**config.mk**
```make
export PLATFORM = sky130hd
export DESIGN_NAME = iter_shift_unit_flat
export DESIGN_NICKNAME = d
export VERILOG_FILES = /design/src/rtl/iter_shift_unit_pkg.sv /design/src/rtl/iter_shift_unit_if.sv /design/src/rtl/iter_shift_unit_step.sv /design/src/rtl/iter_shift_unit.sv /design/src/flat_wrapper.sv
export SDC_FILE = /design/constraint.sdc
export NUM_CORES = 1
export LEC_CHECK = 0
export CELL_PAD_IN_SITES_DETAIL_PLACEMENT = 0
export CELL_PAD_IN_SITES_GLOBAL_PLACEMENT = 1
export CORE_ASPECT_RATIO = 1.5
export CORE_MARGIN = 4
export CORE_UTILIZATION = 40
export DETAILED_ROUTE_END_ITERATION = 10
export PLACE_DENSITY_LB_ADDON = 0.1
export SLEW_MARGIN = 0
export SYNTH_ARGS = -nofsm -noshare
export SYNTH_HDL_FRONTEND = slang
export SYNTH_SLANG_ARGS = --single-unit
```
**constraint.sdc**
```tcl
create_clock -name clk -period 2 [get_ports clk]
set_input_delay 0.2 -clock clk [delete_from_list [all_inputs] [get_ports clk]]
set_output_delay 0.2 -clock clk [all_outputs]
set_load 0.03 [all_outputs]
```
**src/rtl/iter_shift_unit_pkg.sv**
```systemverilog
// Shared types for the iterative shift/rotate unit.
// Operation codes and controller states.
package shift_pkg;

  typedef enum logic [1:0] {
    SH_SLL,
    SH_SRL,
    SH_SRA,
    SH_ROR
  } shift_op_e;

  typedef enum logic [1:0] {
    S_IDLE,
    S_SHIFT,
    S_DONE
  } state_e;

endpackage

```
**src/rtl/iter_shift_unit_if.sv**
```systemverilog
// Request/response bundle for the iterative shifter.
// master drives the request side, slave is the shifter.
interface iter_shift_unit_if
  import shift_pkg::*;
#(
  parameter int WIDTH   = 32,
  parameter int SHAMT_W = $clog2(WIDTH)
);

  logic               start;
  logic               flush;
  shift_op_e          op;
  logic [WIDTH-1:0]   din;
  logic [SHAMT_W-1:0] shamt;
  logic               busy;
  logic               done;
  logic [WIDTH-1:0]   dout;

  modport master (
    output start,
    output flush,
    output op,
    output din,
    output shamt,
    input  busy,
    input  done,
    input  dout
  );

  modport slave (
    input  start,
    input  flush,
    input  op,
    input  din,
    input  shamt,
    output busy,
    output done,
    output dout
  );

endinterface

```
**src/rtl/iter_shift_unit_step.sv**
```systemverilog
// One iteration of the shifter: moves acc by k bits.
// Purely combinational; k is clamped to STEP.
module shift_step
  import shift_pkg::*;
#(
  parameter int WIDTH = 32,
  parameter int STEP  = 1,
  localparam int SHAMT_W = $clog2(WIDTH)
) (
  input  logic [WIDTH-1:0]   acc,
  input  shift_op_e          op,
  input  logic [SHAMT_W-1:0] k,
  output logic [WIDTH-1:0]   res
);

  localparam logic [SHAMT_W:0] STEP_L = (SHAMT_W+1)'(STEP);

  logic [SHAMT_W-1:0] kk;
  logic [WIDTH-1:0]   rot;

  always_comb begin
    kk = k;
    if ({1'b0, k} > STEP_L) begin
      kk = STEP_L[SHAMT_W-1:0];
    end
  end

  // Rotate as a slice of the doubled word
  assign rot = WIDTH'({acc, acc} >> kk);

  always_comb begin
    res = acc;
    unique case (op)
      SH_SLL: res = acc << kk;
      SH_SRL: res = acc >> kk;
      SH_SRA: res = $signed(acc) >>> kk;
      SH_ROR: res = rot;
      default: res = acc;
    endcase
  end

endmodule

```
**src/rtl/iter_shift_unit.sv**
```systemverilog
// Multi-cycle shift/rotate unit, STEP bits per cycle.
// FSM, counter and result register around shift_step.
module iter_shift_unit
  import shift_pkg::*;
#(
  parameter int WIDTH   = 32,
  parameter int SHAMT_W = $clog2(WIDTH),
  parameter int STEP    = 1
) (
  input logic               clk,
  input logic               rst_n,
  iter_shift_unit_if.slave  bus
);

  localparam logic [SHAMT_W:0] STEP_L = (SHAMT_W+1)'(STEP);

  state_e             state;
  state_e             nxt;
  logic [WIDTH-1:0]   acc;
  logic [WIDTH-1:0]   acc_nxt;
  logic [SHAMT_W-1:0] cnt;
  logic [SHAMT_W-1:0] k;
  shift_op_e          op_q;
  logic [WIDTH-1:0]   dout_q;
  logic               load;
  logic               adv;
  logic               fin;

  always_comb begin
    k = STEP_L[SHAMT_W-1:0];
    if ({1'b0, cnt} < STEP_L) begin
      k = cnt;
    end
  end

  shift_step #(
    .WIDTH (WIDTH),
    .STEP  (STEP)
  ) u_step (
    .acc (acc),
    .op  (op_q),
    .k   (k),
    .res (acc_nxt)
  );

  always_comb begin
    nxt  = state;
    load = 1'b0;
    adv  = 1'b0;
    fin  = 1'b0;
    unique case (state)
      S_IDLE: begin
        if (bus.start) begin
          nxt  = S_SHIFT;
          load = 1'b1;
        end
      end
      S_SHIFT: begin
        if (bus.flush) begin
          nxt = S_IDLE;
        end else if (cnt == '0) begin
          nxt = S_DONE;
          fin = 1'b1;
        end else begin
          adv = 1'b1;
        end
      end
      S_DONE: nxt = S_IDLE;
      default: nxt = S_IDLE;
    endcase
  end

  always_ff @(posedge clk or negedge rst_n) begin
    if (!rst_n) begin
      state <= S_IDLE;
    end else begin
      state <= nxt;
    end
  end

  always_ff @(posedge clk or negedge rst_n) begin
    if (!rst_n) begin
      acc    <= '0;
      cnt    <= '0;
      op_q   <= SH_SLL;
      dout_q <= '0;
    end else begin
      if (load) begin
        acc  <= bus.din;
        cnt  <= bus.shamt;
        op_q <= bus.op;
      end else if (adv) begin
        acc <= acc_nxt;
        cnt <= cnt - k;
      end
      if (fin) begin
        dout_q <= acc;
      end
    end
  end

  assign bus.busy = (state != S_IDLE);
  // A flush landing in the DONE cycle suppresses the pulse
  assign bus.done = (state == S_DONE) && !bus.flush;
  assign bus.dout = dout_q;

endmodule

```
**src/flat_wrapper.sv**
```systemverilog
// flat-port wrapper written by rule: the top's interface ports become plain ports
module iter_shift_unit_flat import shift_pkg::*;
#(
  parameter int WIDTH   = 32,
  parameter int SHAMT_W = $clog2(WIDTH),
  parameter int STEP    = 1
)
  (clk, rst_n, bus_start, bus_flush, bus_op, bus_din, bus_shamt, bus_busy, bus_done, bus_dout);
  iter_shift_unit_if #(.WIDTH(WIDTH), .SHAMT_W(SHAMT_W)) bus_i ();
  input logic clk;
  input logic rst_n;
  input wire logic [$bits(bus_i.start)-1:0] bus_start;
  input wire logic [$bits(bus_i.flush)-1:0] bus_flush;
  input wire logic [$bits(bus_i.op)-1:0] bus_op;
  input wire logic [$bits(bus_i.din)-1:0] bus_din;
  input wire logic [$bits(bus_i.shamt)-1:0] bus_shamt;
  output wire logic [$bits(bus_i.busy)-1:0] bus_busy;
  output wire logic [$bits(bus_i.done)-1:0] bus_done;
  output wire logic [$bits(bus_i.dout)-1:0] bus_dout;
  assign bus_i.start = bus_start;
  assign bus_i.flush = bus_flush;
  assign bus_i.op = bus_op;
  assign bus_i.din = bus_din;
  assign bus_i.shamt = bus_shamt;
  assign bus_busy = bus_i.busy;
  assign bus_done = bus_i.done;
  assign bus_dout = bus_i.dout;
  iter_shift_unit #(.WIDTH(WIDTH), .SHAMT_W(SHAMT_W), .STEP(STEP)) u_core (.clk(clk), .rst_n(rst_n), .bus(bus_i));
endmodule
```
==> results_tabular.tex <==
\begin{tabular}{lr}
\hline
Metric & Value \\
\hline
\multicolumn{2}{l}{\textbf{Final layout}} \\
\quad Post-route design area & 4880 µm² \\
\quad Area taken by flip-flops and latches & 1830 µm² \\
\quad Footprint of the multi-input gates & 1640 µm² \\
\quad Area Growth Syn to Fin & 35.3\% \\
\quad Net count reported at finish & 426 \\
\quad Most common cell after layout, fill and taps aside & clkdlybuf4s50\_1 \\
\quad Share of final-layout standard cells stronger than drive strength 1 & 0.176 \\
\quad Commonest cells after routing, fill and taps aside & clkdlybuf4s50\_1, dfrtp\_1, nand2\_1, mux2i\_1, nand3\_1 \\
\quad \# fillers & 809 \\
\quad Inserted Diodes & 0 \\
\multicolumn{2}{l}{\textbf{Timing}} \\
\quad Max\_slew headroom & 0.704 \\
\quad Setup TNS & 0 ps \\
\quad Period utilization & 0.953 \\
\quad Max-slew violation total from the final report & 0 \\
\quad Min Tclk post-route & 1910 ps \\
\quad Total count of hold-check failures in the final report & 0 \\
\quad Worst hold margin & 360 ps \\
\quad Clock skew & 5.35 ps \\
\quad Setup Viol. Count Final & 0 \\
\quad Worst Tran Pin Value & 444 ps \\
\quad RSZ-0062 raised after global routing & false \\
\quad Maximum clock frequency & 525 MHz \\
\multicolumn{2}{l}{\textbf{Global routing}} \\
\quad M3 GR Usage & 0.0298 \\
\quad Most crowded layer after global routing & met2 \\
\quad Via count of the first global-routing pass & 2,723 \\
\quad Met1 Usage GRT & 0.212 \\
\quad M2 GR Usage & 0.280 \\
\quad First-pass GRT wire length & 14,100 µm \\
\quad Global routing usage summed across all routing layers & 0.167 \\
\quad Antenna violations before repair & 0 \\
\quad Remaining global-route overflow & 0 \\
\quad Pin count of the biggest net entering global routing & 44 \\
\multicolumn{2}{l}{\textbf{Floorplanning}} \\
\quad Horizontal die dimension & 85.5 µm \\
\quad Initial core utilization & 0.408 \\
\quad DIE HEIGHT & 124 µm \\
\quad Placement Rows & 42 \\
\quad Count of pins on the block boundary & 77 \\
\quad Die area & 10,600 µm² \\
\quad Core Region & 8830 µm² \\
\multicolumn{2}{l}{\textbf{Clocking}} \\
\quad Sink count of the clock tree & 73 \\
\quad Clock tree from TritonCTS & done \\
\quad Clock latency of the later-clocked register in the worst-skew pair & 330 ps \\
\quad Clock Path Buffers & 2 \\
\quad Total CTS buffers & 9 \\
\quad Buffer cell driving the clock tree root & clkbuf\_16 \\
\quad Max H-tree Level & 3 \\
\quad Clk slew on worst S/H paths & 60 ps \\
\quad Post-CTS setup buffer count & 0 \\
\multicolumn{2}{l}{\textbf{Placement}} \\
\quad Post-placement cell area & 4520 µm² \\
\quad Weighted congestion at the end of routability-driven global placement & 0.809 \\
\quad Detail Placement HPWL & 5700 µm \\
\quad I/O Buffers & 76 \\
\multicolumn{2}{l}{\textbf{Routing}} \\
\quad Post-detailed-route count of antenna-violating nets & 0 \\
\quad Total length of routed wires & 8520 µm \\
\quad Total via count after detailed routing & 2,649 \\
\quad \# DRC & 0 \\
\quad Mean number of vias per cell & 5.33 \\
\quad Routed wire per std cell & 17.1 µm \\
\quad Drt pass-1 iters & 4 \\
\quad Iter 0 DRT Violations & 93 \\
\multicolumn{2}{l}{\textbf{Outcome}} \\
\quad Result of the run & finished clean \\
\multicolumn{2}{l}{\textbf{Power and ir drop}} \\
\quad Power density cells & 1530 nW/µm² \\
\quad Int Pwr & 0.00473 W \\
\quad Combinational cell fraction of total power & 0.397 \\
\quad Switching power & 0.00275 W \\
\quad Clock group share of total power & 0.250 \\
\quad Proportion of power drawn by flip-flops and latches & 0.353 \\
\quad Switching share of power & 0.367 \\
\quad Leakage component of the power & 2.22 nW \\
\quad Worst IR Drop VDD & 0.809 mV \\
\multicolumn{2}{l}{\textbf{Setup path}} \\
\quad Arrival time of the worst setup path & 2150 ps \\
\quad Startpoint of the most critical register-to-register path & u\_core.cnt[2] \\
\quad Launch point of the worst path & u\_core.cnt[2] \\
\quad Sort of element at the start of the critical path & flip-flop \\
\quad Setup crit end kind & flip-flop \\
\quad Max Fanout on Critical Path & 30 \\
\quad Data required time of the critical path & 2250 ps \\
\quad Type of the worst setup path & flip-flop to flip-flop \\
\multicolumn{2}{l}{\textbf{Synth}} \\
\quad Synthesis-stage register bit count & 73 \\
\quad Cell types occupying the most area after synthesis & dfrtp\_1, o211ai\_2, mux2\_1 \\
\quad Synthesis warning total & 0 \\
\quad Area share of the largest cell type after synthesis & 0.507 \\
\quad Part of the Yosys area used for sequential elements & 0.507 \\
\quad Unique masters post-synth & 32 \\
\quad Total standard cell area after synthesis & 3600 µm² \\
\quad Dominant cell type by area after synthesis & dfrtp\_1 \\
\quad Average footprint of a synthesized cell & 12.0 µm² \\
\quad Nets in the synthesized netlist & 344 \\
\quad Instance count of the mapped netlist & 300 \\
\multicolumn{2}{l}{\textbf{Hold path}} \\
\quad Type of the most critical hold path & input pin to async pin \\
\multicolumn{2}{l}{\textbf{Run}} \\
\quad Count of max-cap constraint violations & 0 \\
\hline
\end{tabular}
[worst paths after layout]
path	to	slack [ps]	cells after the start
worst min register to register	u_core.bus.dout[12]	490	1
worst max-delay path	u_core.acc[7]	90	5
min in group clk	u_core.cnt[4]	430	3
max in group asynchronous	u_core.acc[29]	1070	3
worst min-delay path	u_core.cnt[3]	360	2
worst max register to register	u_core.acc[7]	90	5
[logic make-up after synthesis]
logic type,count (synthesis),share of synthesized area
and+or+nand+nor,92,0.120
DFF,73,0.507
muxes,66,0.195
AOI/OAI and AO/OA,43,0.129
buffers and inverters,24,0.0430
xor gates and xnor gates,1,0.00243
adders and majority gates,1,0.00347
[power by group through the flow]
stage,Sequential [W],Combinational (W),Clock (W)
finish,0.00264,0.00297,0.00187
global route,0.00274,0.00321,0.00197
CTS,0.00266,0.00300,0.00191
detailed placement,0.00268,0.00299,0
global placement,0.00266,0.00293,0
floorplan,0.00291,0.00170,0
[metal layers]
| metal | wire length, µm | part of all wire |
|---|---|---|
| met3 | 384 | 0.045 |
| met5 | 0 | 0 |
| met2 | 4350 | 0.51 |
| met4 | 112 | 0.013 |
| met1 | 3670 | 0.43 |
[critical path: stages, from the launching register on]
cell and delay, ps:
dfrtp_1 440, or4_4 530, o21ai_4 220, buf_4 390, nand3_1 130, o211ai_1 110
[cell usage after synthesis]
cell type / number
o21ai_4: 1
nand3_1: 32
o211ai_2: 29
mux2i_1: 33
o21ai_1: 3
o21bai_1: 1
ha_1: 1
a221oi_1: 1
xor2_1: 1
nor3_1: 1
buf_6: 8
or3b_1: 1
nor3b_4: 1
mux2_2: 3
or3_1: 1
dfrtp_1: 73
mux2_1: 30
nor3b_1: 2
o221a_1: 1
nand2_1: 44
a21oi_1: 1
a31oi_1: 1
a32oi_1: 1
o21ai_0: 2
nand3b_1: 1
buf_2: 4
inv_1: 3
clkbuf_1: 9
or4_4: 1
nor4_1: 2
o211ai_1: 2
nor2_1: 6
[state kept, by name (all words and copies together) (netlist names)]
name / flops
u_core.acc: 32
u_core.bus.dout: 32
u_core.cnt: 5
u_core.op_q: 2
u_core.state: 2
[layout make-up]
type                    count  area share
inverters                   3     0.00231
flip-flops and latches     73       0.374
multi-input cells         203       0.335
clock inverters             5      0.0210
repair buffers             92       0.189
clock buffers              11      0.0498
well taps                 110      0.0282
[per-stage QoR]
stage               utilization  worst slack (ps)  total power [W]  instances
floorplan                     -               184          0.00460        300
global placement          0.512               164          0.00560        480
detailed placement        0.512               113          0.00567        480
CTS                       0.552              90.6          0.00757        497
global route              0.553              11.8          0.00792        497
finish                    0.553              94.3          0.00748        497
[timing repair]
item | in CTS | in global routing
hold buffers | 1 | 0
hold endpoints to repair | 30 | 0
gates resized for setup | 0 | 1
endpoints found under the setup margin | 0 | 1
Power figures use the tool's default switching activity.
==> edit 1: new RTL, config.mk and constraints unchanged <==
Make the reset (`rst_n`) synchronous in 2 clocked blocks.
--- a/src/rtl/iter_shift_unit.sv
+++ b/src/rtl/iter_shift_unit.sv
@@ -70,7 +70,7 @@
     endcase
   end
 
-  always_ff @(posedge clk or negedge rst_n) begin
+  always_ff @(posedge clk) begin
     if (!rst_n) begin
       state <= S_IDLE;
     end else begin
@@ -78,7 +78,7 @@
     end
   end
 
-  always_ff @(posedge clk or negedge rst_n) begin
+  always_ff @(posedge clk) begin
     if (!rst_n) begin
       acc    <= '0;
       cnt    <= '0;
Function: differs if rst_n is asserted again (counterexample within 4 cycles, from zero or initial values and one cycle with rst_n low); with rst_n held inactive, the same outputs for 4 cycles.
==> edit 1 against the unedited design <==
Wire length grew 5.2%. Synthesized cell count is 29% higher. Sequential cell count stayed put. Clock skew increased by 0.0011 ns. Global-route usage grew 3.0 points. Die area down 9.2%. Largest cell class is now multi-input gates. Design area shrank 8.7%. Setup slack better by 0.069 ns. Area after synthesis fell by 9.9%.
Power is not compared: it rests on default switching activity, and its combinational part moved more than twofold at a synthesized area within 25%.
==> edit 1: results (changes against the unedited design) <==
- Outcome: complete, no violations
- Worst reg2reg setup slack: 0.16 ns (+0.07 ns)
- Post-synthesis mux area share: 0.103 (-0.0918)
- Placed cell count: 555 (+16%)
- Commonest cells in the netlist: nand2_1 (76), dfxtp_1 (73), a21oi_1 (62)
- Arr. time, crit path: 2.10 ns (-0.05 ns)
- Post-DP HPWL: 5.92 mm (+3.9%)
- Input/output buffers: 76 (unchanged)
- Largest net degree at the start of global routing: 43 (-2.3%)
- Nets: 505 (+19%)
- Final Skew: 0.00641 ns (+0.00106 ns)
- Initial DRC Count: 164 (+76%)
- Non-filler instance count after layout: 570 (+15%)
- Syn Inst Count: 388 (+29%)
- XOR/XNOR share of the synthesized area: 0 (-0.00243)
- Syn Nets: 432 (+26%)
- CP Max Fanout: 8 (-73%)
- Synth Area in Compound Gates: 0.208 (+0.0782)
- R2r startpoint: u_core.cnt[1]$_SDFFE_PN0P_
- Area contributors post-synth: dfxtp_1 (45%), a21oi_1 (9.6%), mux2_2 (9.4%)
- Seq/Total Area, Yosys: 0.450 (-0.0567)
- Routability cong.: 0.891 (+10%)
- Vias: 3099 (+17%)
- Share of cells above drive strength 1: 0.131 (-0.0445)
- Post-synth ARST share: 0 (-1.00)
- First-pass GRT wire length: 14.9 mm (+5.6%)
- Synth Area in Adders: 0.00385 (+0.000383)
- Slew at the pin closest to its max-slew limit: 0.402 ns (-0.0422 ns)
==> edit 1: kinds of logic after synthesis <==
logic type	after synthesis
adder cells (fa/ha/maj)	1
buffers and inverters	36
flip-flops	73
AO/OA/AOI/OAI	112
multiplexers	30
AND/OR/NAND/NOR	136
==> edit 1: worst max-delay path: stages, from the launching register on <==
cell and delay, ns:
dfxtp_1 0.46, nor4_1 0.12, or2_2 0.29, ha_1 0.24
or4_1 0.49, a31oi_1 0.17
==> edit 1: layer usage <==
layer  track usage  share of wire  up-vias
li1              -              -     1532
met5             0              0        -
met2         0.308           0.49       75
met4        0.0941          0.020        0
met3        0.0434          0.046       15
met1         0.251           0.44     1477
==> edit 1: per-stage QoR <==
stage / total power [W] / setup WS, ns / hold slack, ns / cell area [um^2]
floorplan: 0.00193 / 0.330 / 0.327 / 3250
global placement: 0.00216 / 0.0323 / 0.441 / 4200
detailed placement: 0.00217 / 0.00347 / 0.446 / 4200
CTS: 0.00362 / 0.164 / 0.435 / 4460
global route: 0.00373 / 0.0232 / 0.478 / 4460
finish: 0.00358 / 0.163 / 0.451 / 4460
==> edit 1: how the worst max path moves through the flow <==
| stage | slack [ns] | depth (start not counted) | start | endpoint |
|---|---|---|---|---|
| finish | 0.16 | 5 | u_core.cnt[1]$_SDFFE_PN0P_ | u_core.cnt[2]$_SDFFE_PN0P_ |
| global route | 0.02 | 5 | u_core.cnt[1]$_SDFFE_PN0P_ | u_core.cnt[2]$_SDFFE_PN0P_ |
| CTS | 0.16 | 5 | u_core.cnt[1]$_SDFFE_PN0P_ | u_core.cnt[2]$_SDFFE_PN0P_ |
| detailed placement | 0.003 | 5 | bus_flush | u_core.cnt[2]$_SDFFE_PN0P_ |
| global placement | 0.03 | 5 | bus_flush | u_core.cnt[2]$_SDFFE_PN0P_ |
| floorplan | 0.33 | 5 | u_core.cnt[1]$_SDFFE_PN0P_ | u_core.cnt[2]$_SDFFE_PN0P_ |
==> edit 1: cell type report <==
cell class / instances / area, um^2 / share of cell area
clock buffers: 15 / 258 / 0.0578
inverters: 4 / 15.0 / 0.00337
multi-input cells: 279 / 1640 / 0.369
flip-flops and latches: 73 / 1460 / 0.328
well taps: 105 / 131 / 0.0295
repair buffers: 94 / 946 / 0.212
==> edit 1: power groups by stage <==
stage	Sequential [W]	Combinational [W]	Clock [W]
floorplan	0.00161	0.000319	0
global placement	0.00163	0.000532	0
detailed placement	0.00163	0.000537	0
CTS	0.00160	0.000542	0.00148
global route	0.00161	0.000589	0.00154
finish	0.00160	0.000538	0.00145
==> edit 2: new RTL, same flow settings <==
Made on the original files. `WIDTH` is set to 32 in 4 places; all go to 64.
--- a/src/rtl/iter_shift_unit_if.sv
+++ b/src/rtl/iter_shift_unit_if.sv
@@ -3,7 +3,7 @@
 interface iter_shift_unit_if
   import shift_pkg::*;
 #(
-  parameter int WIDTH   = 32,
+  parameter int WIDTH   = 64,
   parameter int SHAMT_W = $clog2(WIDTH)
 );
 
--- a/src/rtl/iter_shift_unit_step.sv
+++ b/src/rtl/iter_shift_unit_step.sv
@@ -3,7 +3,7 @@
 module shift_step
   import shift_pkg::*;
 #(
-  parameter int WIDTH = 32,
+  parameter int WIDTH = 64,
   parameter int STEP  = 1,
   localparam int SHAMT_W = $clog2(WIDTH)
 ) (
--- a/src/rtl/iter_shift_unit.sv
+++ b/src/rtl/iter_shift_unit.sv
@@ -3,7 +3,7 @@
 module iter_shift_unit
   import shift_pkg::*;
 #(
-  parameter int WIDTH   = 32,
+  parameter int WIDTH   = 64,
   parameter int SHAMT_W = $clog2(WIDTH),
   parameter int STEP    = 1
 ) (
--- a/src/flat_wrapper.sv
+++ b/src/flat_wrapper.sv
@@ -1,7 +1,7 @@
 // flat-port wrapper written by rule: the top's interface ports become plain ports
 module iter_shift_unit_flat import shift_pkg::*;
 #(
-  parameter int WIDTH   = 32,
+  parameter int WIDTH   = 64,
   parameter int SHAMT_W = $clog2(WIDTH),
   parameter int STEP    = 1
 )
Ports: changed (resized bus_din, bus_dout and bus_shamt); port bits go from 77 to 142. No check against the original RTL was run, so the function may have changed too.
==> edit 2 against the unedited design <==
Sequential share of layout area down 1.1 points. Largest cell class unchanged. Design area increased by 95%. Power up 110%. Setup slack worse by 0.028 ns. Sequential cell count rose by 65. Sequential power up 99%. Largest power group unchanged. Area after synthesis grew 92%. Clock power grew 98%. Wire length is 98% higher. Die area increased by 83%.
==> edit 2: results (changes against the unedited design) <==
- R2r startpoint: u_core.cnt[3]$_DFFE_PN0P_
- Post-DP HPWL: 11.7 mm (+100%)
- CP Max Fanout: 29 (-3.3%)
- HP Class: in -> async
- Arr. time, crit path: 2.22 ns (+0.07 ns)
- Final WS setup: 0.0660 ns (-0.0284 ns)
- Largest net degree at the start of global routing: 54 (+23%)
- CP max stage delay: 0.38 ns (-0.15 ns)
- Area contributors post-synth: dfrtp_1 (50%), mux2_1 (13%), mux2_4 (10%)
- Routability cong.: 0.732 (-9.6%)
- H-tree levels: 4 (+1)
- Initial DRC Count: 248 (+170%)
- Slew headroom: 0.640 (-0.0636)
- Sequential share of power: 0.343 (-0.010)
- Routed WL: 16.8 mm (+98%)
- Nets: 780 (+83%)
- Slowest CP cell: dfrtp_1
- Pre-CTS setup slack: -0.0870 ns (-0.200 ns)
- R2r endpoint: u_core.bus.dout[3]$_DFFE_PN0P_
- Input/output buffers: 141 (+86%)
- Post-synth ARST share: 1.00 (unchanged)
- Int Pwr: 0.0100 W (+110%)
- Syn Nets: 631 (+83%)
- Routed length on met2: 8.74 mm (+100%)
- Via/cell ratio: 5.32 (-0.23%)
- Pleak: 4.36 nW (+96%)
- Placed inst area: 8800 um^2 (+95%)
- Met2 usage: 0.310 (+0.0302)
- Filler cell count: 1472 (+82%)
- Vias: 4924 (+86%)
- First-pass GRT wire length: 28.1 mm (+99%)
- Met1 Use GR: 0.224 (+0.0119)
- Syn avg cell area: 12.5 um^2 (+3.8%)
- R2R cell count: 6 (+1)
- GRT Util Overall: 0.182 (+0.0145)
- CTS root buf: clkbuf_16
- Clock Power: 0.00371 W (+98%)
- Pwr dens: 1610 nW/um^2 (+5.3%)
- Vias in the first global route: 5463 (+100%)
- Met3 Resource Use GR: 0.0472 (+0.0174)
- Clk Latency, worst-skew pair: 0.41 ns (+0.08 ns)
- Clock buffers created by TritonCTS: 17 (+8)
- Share of cells above drive strength 1: 0.173 (-0.00253)
- Seq/Total Area, Yosys: 0.500 (-0.00722)
- VDD IR max: 0.000866 V (+7.0%)
- WL met1: 7.12 mm (+94%)
- Cell variety after synth: 39 (+22%)
- Met3 WL: 726 um (+89%)
- Placed cell count: 893 (+86%)
- Worst hold slack: 0.308 ns (-0.0523 ns)
- Commonest cells in the netlist: dfrtp_1 (138), mux2_1 (79), mux2i_1 (64)
- Final Skew: 0.00790 ns (+0.00255 ns)
- Outcome: complete, no violations
==> edit 2: cell types whose count changed after synthesis, moves of 16 or more <==
| cell | before | now |
|---|---|---|
| mux2_4 | 0 | 47 |
| a31oi_1 | 1 | 50 |
| dfrtp_1 | 73 | 138 |
| nand3_1 | 32 | 0 |
| nor2_1 | 6 | 53 |
| o211ai_2 | 29 | 0 |
| mux2_1 | 30 | 79 |
| nand2_1 | 44 | 28 |
| mux2i_1 | 33 | 64 |
==> edit 2: area by class of cell <==
cell class,count,area (um^2),share of cell area
Clock buffer,21,460,0.0484
Tap cell,210,263,0.0276
Timing Repair Buffer,173,1810,0.190
Sequential cell,138,3450,0.363
Clock inverter,11,240,0.0252
Inverter,3,11.3,0.00118
Multi-Input combinational cell,370,3280,0.344
==> edit 2: worst max path at each step <==
stage,from,end,cells after the start
2_1_floorplan,u_core.cnt[0]$_DFFE_PN0P_,u_core.cnt[4]$_DFFE_PN0P_,9
5_1_grt,u_core.cnt[0]$_DFFE_PN0P_,u_core.acc[13]$_DFFE_PN0P_,5
6_report,u_core.cnt[3]$_DFFE_PN0P_,u_core.bus.dout[3]$_DFFE_PN0P_,6
3_5_place_dp,bus_flush,u_core.acc[44]$_DFFE_PN0P_,5
3_3_place_gp,bus_flush,u_core.acc[34]$_DFFE_PN0P_,5
4_1_cts,u_core.state[0]$_DFFE_PN0P_,bus_done,2
==> edit 2: cells by family after synthesis <==
group,Yosys count,synth area share
AO/OA/AOI/OAI,78,0.0729
XOR/XNOR,2,0.00253
adder cells (fa/ha/maj),1,0.00181
buffers and inverters,46,0.0338
flip-flops,138,0.500
multiplexers,191,0.325
AND/OR/NAND/NOR,98,0.0643
==> edit 2: repair_timing <==
action,4_1_cts,5_1_grt
hold endpoints to repair,49,0
setup endpoints to repair,0,3
resized for setup,0,2
hold buffers,1,0
